`src/rtl/rc4_keygen_pkg.sv`:
```
// ============================================================================
// rc4_keygen_pkg : shared types and helpers for the RC4 key dispatcher.
// Revision 1.0 - initial release
// ============================================================================
`default_nettype none

package rc4_keygen_pkg;

  localparam int KEY_BYTES_P  = 3;
  localparam int BYTE_WIDTH_P = 8;

  typedef logic [KEY_BYTES_P-1:0][BYTE_WIDTH_P-1:0] key_t;

  typedef enum logic [1:0] {
    ST_IDLE      = 2'd0,
    ST_RUNNING   = 2'd1,
    ST_EXHAUSTED = 2'd2,
    ST_HALTED    = 2'd3
  } dispatch_state_t;

  // Pointer width for an N-entry ring; never zero so N=1 still elaborates.
  function automatic int ptr_width(input int n);
    return (n > 1) ? $clog2(n) : 1;
  endfunction

endpackage

`default_nettype wire

```
`src/rtl/rc4_key_dispatcher_rr_arbiter.sv`:
```
// ============================================================================
// rr_arbiter : combinational round-robin picker, first pending at/after ptr.
// Revision 1.0 - initial release
// ============================================================================
`default_nettype none

module rr_arbiter
  import rc4_keygen_pkg::*;
#(
  parameter int N = 4
) (
  input  logic [N-1:0]              pending,
  input  logic [ptr_width(N)-1:0]   ptr,
  output logic [N-1:0]              grant,
  output logic                      grant_valid
);

  logic [N-1:0]   w_rot;
  logic [N-1:0]   w_first;
  logic           w_found;
  logic [2*N-1:0] w_gdbl;

  // Rotate so that ptr lands at bit 0, pick lowest set bit, rotate back.
  assign w_rot = N'({pending, pending} >> ptr);

  always_comb begin
    w_first = '0;
    w_found = 1'b0;
    for (int k = 0; k < N; k++) begin
      if (w_rot[k] && !w_found) begin
        w_first[k] = 1'b1;
        w_found    = 1'b1;
      end
    end
  end

  assign w_gdbl      = {{N{1'b0}}, w_first} << ptr;
  assign grant       = w_gdbl[2*N-1:N] | w_gdbl[N-1:0];
  assign grant_valid = |pending;

endmodule

`default_nettype wire

```
`src/rtl/rc4_key_dispatcher.sv`:
```
// ============================================================================
// rc4_key_dispatcher : round-robin key-range dispatcher for NUM_CH RC4 cores.
// Optional RC4_KEY_DISPATCH_PROGRESS_EN adds the issued_count output.
// Revision 1.0 - initial release
// ============================================================================
`default_nettype none

module rc4_key_dispatcher
  import rc4_keygen_pkg::*;
#(
  parameter int KEY_BYTES  = 3,
  parameter int BYTE_WIDTH = 8,
  parameter int NUM_CH     = 4,
  parameter logic [KEY_BYTES*BYTE_WIDTH-1:0] KEY_LOWER = '0,
  parameter logic [KEY_BYTES*BYTE_WIDTH-1:0] KEY_UPPER = '1
) (
  input  logic                                           clk,
  input  logic                                           reset,
  input  logic                                           start,
  input  logic                                           stop,
  input  logic [NUM_CH-1:0]                              req,
  output logic [NUM_CH-1:0][KEY_BYTES-1:0][BYTE_WIDTH-1:0] key_out,
  output logic [NUM_CH-1:0]                              key_valid,
  output logic                                           busy,
  output logic                                           exhausted,
  output logic                                           halted
`ifdef RC4_KEY_DISPATCH_PROGRESS_EN
  ,
  output logic [KEY_BYTES*BYTE_WIDTH:0]                  issued_count
`endif
);

  localparam int KW = KEY_BYTES * BYTE_WIDTH;
  localparam int PW = ptr_width(NUM_CH);

  dispatch_state_t r_state;
  dispatch_state_t w_state_next;
  logic            r_start_q;
  logic [KW:0]     r_cursor;
  logic [NUM_CH-1:0] r_pending;
  logic [PW-1:0]   r_rr_ptr;

  logic              w_start_pulse;
  logic              w_in_range;
  logic              w_running;
  logic              w_restart;
  logic [NUM_CH-1:0] w_grant;
  logic              w_grant_valid;
  logic              w_grant_en;
  logic [NUM_CH-1:0] w_grant_mask;
  logic [PW-1:0]     w_next_ptr;

  assign w_start_pulse = start & ~r_start_q;
  assign w_running     = (r_state == ST_RUNNING);
  // cursor carries one extra bit so stepping past the all-ones key cannot wrap.
  assign w_in_range    = (r_cursor <= {1'b0, KEY_UPPER});
  assign w_restart     = w_start_pulse && !w_running;
  assign w_grant_en    = w_running && !stop && w_in_range && w_grant_valid;
  assign w_grant_mask  = w_grant_en ? w_grant : '0;

  rr_arbiter #(
    .N(NUM_CH)
  ) u_arb (
    .pending    (r_pending),
    .ptr        (r_rr_ptr),
    .grant      (w_grant),
    .grant_valid(w_grant_valid)
  );

  always_comb begin
    w_next_ptr = '0;
    for (int i = 0; i < NUM_CH; i++) begin
      if (w_grant[i]) begin
        w_next_ptr = (i == NUM_CH-1) ? '0 : PW'(i + 1);
      end
    end
  end

  always_comb begin
    w_state_next = r_state;
    case (r_state)
      ST_IDLE:      if (w_start_pulse) w_state_next = ST_RUNNING;
      ST_RUNNING: begin
        if (stop)             w_state_next = ST_HALTED;
        else if (!w_in_range) w_state_next = ST_EXHAUSTED;
      end
      ST_EXHAUSTED,
      ST_HALTED:    if (w_start_pulse) w_state_next = ST_RUNNING;
      default:      w_state_next = ST_IDLE;
    endcase
  end

  always_ff @(posedge clk) begin
    if (reset) begin
      r_state   <= ST_IDLE;
      r_start_q <= 1'b0;
      r_cursor  <= {1'b0, KEY_LOWER};
      r_pending <= '0;
      r_rr_ptr  <= '0;
      key_out   <= '0;
      key_valid <= '0;
      busy      <= 1'b0;
      exhausted <= 1'b0;
      halted    <= 1'b0;
    end else begin
      r_state   <= w_state_next;
      r_start_q <= start;
      key_valid <= w_grant_mask;
      busy      <= (w_state_next == ST_RUNNING);
      exhausted <= (w_state_next == ST_EXHAUSTED);
      halted    <= (w_state_next == ST_HALTED);
      for (int i = 0; i < NUM_CH; i++) begin
        if (w_grant_mask[i]) key_out[i] <= r_cursor[KW-1:0];
      end
      if (w_restart) begin
        r_cursor  <= {1'b0, KEY_LOWER};
        r_pending <= '0;
        r_rr_ptr  <= '0;
      end else begin
        if (w_grant_en) begin
          r_cursor <= r_cursor + {{KW{1'b0}}, 1'b1};
          r_rr_ptr <= w_next_ptr;
        end
        // A fresh request wins over the clear from a same-cycle grant.
        r_pending <= (r_pending & ~w_grant_mask) | (w_running ? req : '0);
      end
    end
  end

`ifdef RC4_KEY_DISPATCH_PROGRESS_EN
  always_ff @(posedge clk) begin
    if (reset || w_restart) begin
      issued_count <= '0;
    end else if (w_grant_en) begin
      issued_count <= issued_count + {{KW{1'b0}}, 1'b1};
    end
  end
`endif

endmodule

`default_nettype wire

```
`config.mk`:
```
export PLATFORM = sky130hd
export DESIGN_NAME = rc4_key_dispatcher
export DESIGN_NICKNAME = d
export VERILOG_FILES = /design/src/rtl/rc4_keygen_pkg.sv /design/src/rtl/rc4_key_dispatcher_rr_arbiter.sv /design/src/rtl/rc4_key_dispatcher.sv
export SDC_FILE = /design/constraint.sdc
export NUM_CORES = 1
export LEC_CHECK = 0
export CORE_ASPECT_RATIO = 1.2
export CORE_UTILIZATION = 31
export CTS_BUF_LIST = sky130_fd_sc_hd__clkbuf_16
export DETAILED_ROUTE_END_ITERATION = 10
export GPL_TIMING_DRIVEN = 0
export RECOVER_POWER = 25
export SYNTH_ARGS = -nofsm -noshare
export SYNTH_HDL_FRONTEND = slang
export SYNTH_SLANG_ARGS = --single-unit
```
`constraint.sdc`:
```
create_clock -name clk -period 2.4 [get_ports clk]
set_input_delay 0.6 -clock clk [delete_from_list [all_inputs] [get_ports clk]]
set_output_delay 0.6 -clock clk [all_outputs]
set_load 0.02 [all_outputs]
```
==> results.yml <==
floorplanning:
  rows: 54
  die_x_um: 127
  start_util_pct: 31.8
  dieArea_mm2: 0.0192
  core_mm2: 0.0182
  die_h_um: 152
  io_pins: 111
yosys:
  synth.most_common_cell: "dfxtp_1"
  yosys.area.top_type: "dfxtp_1"
  synth_ff_type: "dfxtp_1"
  ys_types: 46
  synth_fp_nets: 587
  synth_area_leaders: "dfxtp_1 47%, mux2i_1 17%, nand2b_1 13%"
  synth_commonest_cells: "137 x dfxtp_1, 123 x nand2b_1, 97 x mux2i_1"
  synthArstFlopShare_pct: 0
  synth-seq-cells: 137
  synth_top_area_share_pct: 47.3
  synth_seq_area_share_pct: 47.3
  synth.avg_cell_area_um2: 10.0
  synth_edf_count: 0
  syn_area_mm2: 0.00579
  yosysWarnings: 0
  netlist_instances: 578
clock_network:
  cts-root-buf: "clkbuf_16"
  numCtsBuffers: 17
  clockBufferDepth: 2
  hold_buffers: 0
  cts_tree: "yes"
  cts.sinks: 137
  clk_pin_slew_worst_paths_ns: 0.06
  insertion_delay_ns: 0.42
  cts-htree-levels: 4
place:
  place_area_mm2: 0.00718
  dpl.hpwl_um: 11600
  gp_congestion: 0.856
  place_ws_ns: -0.736
  io_buffers: 110
  dp.cells: 912
grt:
  first_global_vias: 4637
  grt_pass1_wl_um: 24300
  grt_remaining_overflow: 0
  grt_max_degree: 17
  antenna_found_initial: 0
  grt.total_usage_pct: 16.6
detailed_routing:
  via_per_inst: 4.94
  drtPass1Iterations: 9
  drt-total-wl_um: 15700
  dr_total_vias: 4678
  initialDrtViolationCount: 275
  drc: 0
  ant_nets: 0
  wl_per_cell_um: 16.6
sta:
  fin_crit_sh_pct: 94.4
  tightestPinTransition_ns: 0.910
  slew_headroom_pct: 38.6
  clock_skew_ns: 0.00970
  finalSetupViolCount: 0
  hold_viol: 0
  worst_slack_ns: 0.133
  fin_hold_ws_ns: 0.472
  finalCriticalPeriod_ns: 2.27
  fmax_ghz: 0.441
  drv_slew: 0
worst_setup_path:
  required_ns: 2.69
  cp-end-kind: "flip-flop"
  crit_type: "reg -> reg"
  cp-start-kind: "flip-flop"
  crit_fanout: 10
  cp.arrival_ns: 2.56
power:
  powerDensity_mw_per_mm2: 653
  p_leak_nw: 3.29
  power_w: 0.00516
  peakVddDrop_mv: 0.434
hold_path:
  hold_class: "reg -> reg"
final_layout:
  fin_cells: 947
  fin_nets: 720
  final_layout_size_suffix_gt1_share_pct: 10.5
  finalInstanceArea_mm2: 0.00790
  antennaDiodeCount: 0
  syn2layout_area_growth_pct: 36.3
status:
  status: "finished clean"
flow_run:
  cap_violations: 0
## layer usage
metal	global-route usage (%)	up-vias	wire (um)
met5	0	-	0
met4	8.21	0	420
met3	4.28	25	785
met2	28.7	147	7860
met1	19.1	2231	6630
li1	-	2275	-
## repair_timing
| action | 4_1_cts | 5_1_grt |
|---|---|---|
| pin swaps | 1 | 2 |
| resized for setup | 10 | 15 |
| gates cloned | 0 | 1 |
| buffers inserted | 2 | 2 |
| setup endpoints to repair | 67 | 61 |
## metrics by stage
stage               utilization, %   TNS (ns)
floorplan                        -          0
global placement              39.3     -57.28
detailed placement            39.3     -61.70
CTS                           43.0  -0.000514
global route                  43.3   -0.00383
finish                        43.3          0
## cell type report
cell class,count,area [um^2]
Fill cell,1743,10300
Multi-Input combinational cell,398,2880
Sequential cell,137,2750
Timing Repair Buffer,115,1140
Clock buffer,17,425
Tap cell,224,280
Buffer,39,233
Clock inverter,14,180
Inverter,3,11.3
## path summary, 6_finish.rpt
path | endpoint | cells after the start | slack, ns | start
setup / recovery | key_out[11] | 9 | 0.13 | r_cursor[13]
hold / removal | key_out[20] | 2 | 0.47 | key_out[20]
setup reg to reg | key_out[11] | 9 | 0.13 | r_cursor[13]
hold reg to reg | key_out[20] | 2 | 0.47 | key_out[20]
## state kept, by name (all words and copies together) (netlist names)
name / cells
key_out: 96
r_cursor: 25
key_valid: 4
r_pending: 4
r_rr_ptr: 2
r_state: 2
busy: 1
exhausted: 1
halted: 1
r_start_q: 1
## placed cells by master (no fill, tap or decap), types with 3 or more instances in the layout
cell / instances
o211ai_1: 4
nand2b_1: 123
dlygate4sd3_1: 59
o31ai_1: 6
nand3_1: 16
buf_2: 9
nand2_1: 14
dfxtp_2: 3
and4_1: 3
mux2i_1: 97
o21ai_0: 13
nor3_1: 4
nor2b_1: 4
clkinv_2: 5
xnor2_1: 6
clkbuf_1: 17
bufinv_16: 4
nand4_1: 4
clkinvlp_4: 3
a21oi_1: 22
clkbuf_16: 17
dfxtp_1: 134
nor4_2: 3
inv_1: 3
or3_1: 9
and2_1: 3
buf_4: 9
buf_6: 7
nor2_1: 21
and3_1: 4
clkdlybuf4s50_1: 50
or4_1: 7
## logic make-up (layout without fill, tap and decap cells)
logic type | count (synthesis) | count (layout) | share of synthesized area [%]
muxes | 97 | 97 | 16.8
AOI/OAI and AO/OA | 60 | 60 | 6.52
adders and majority gates | 1 | 1 | 0.216
DFF | 137 | 137 | 47.3
and+or+nand+nor | 232 | 232 | 24.1
buffers and inverters | 43 | 188 | 3.91
xor gates and xnor gates | 8 | 8 | 1.21
## worst max-delay path: stages (launching register included)
cell	delay, ns
dfxtp_1	0.43
and4_2	0.31
and4_1	0.19
buf_2	0.16
o2111a_1	0.24
buf_2	0.26
nor3_4	0.08
buf_4	0.19
buf_6	0.15
mux2i_1	0.13
## power breakdown
| group | switching [W] | internal (W) | leakage (nW) |
|---|---|---|---|
| Sequential | 0.0000118 | 0.00228 | 1.11 |
| Combinational | 0.0000948 | 0.0000760 | 1.89 |
| Clock | 0.000974 | 0.00172 | 0.292 |
| Total | 0.00108 | 0.00408 | 3.29 |
Note: power is estimated with default switching activity, not from simulation.
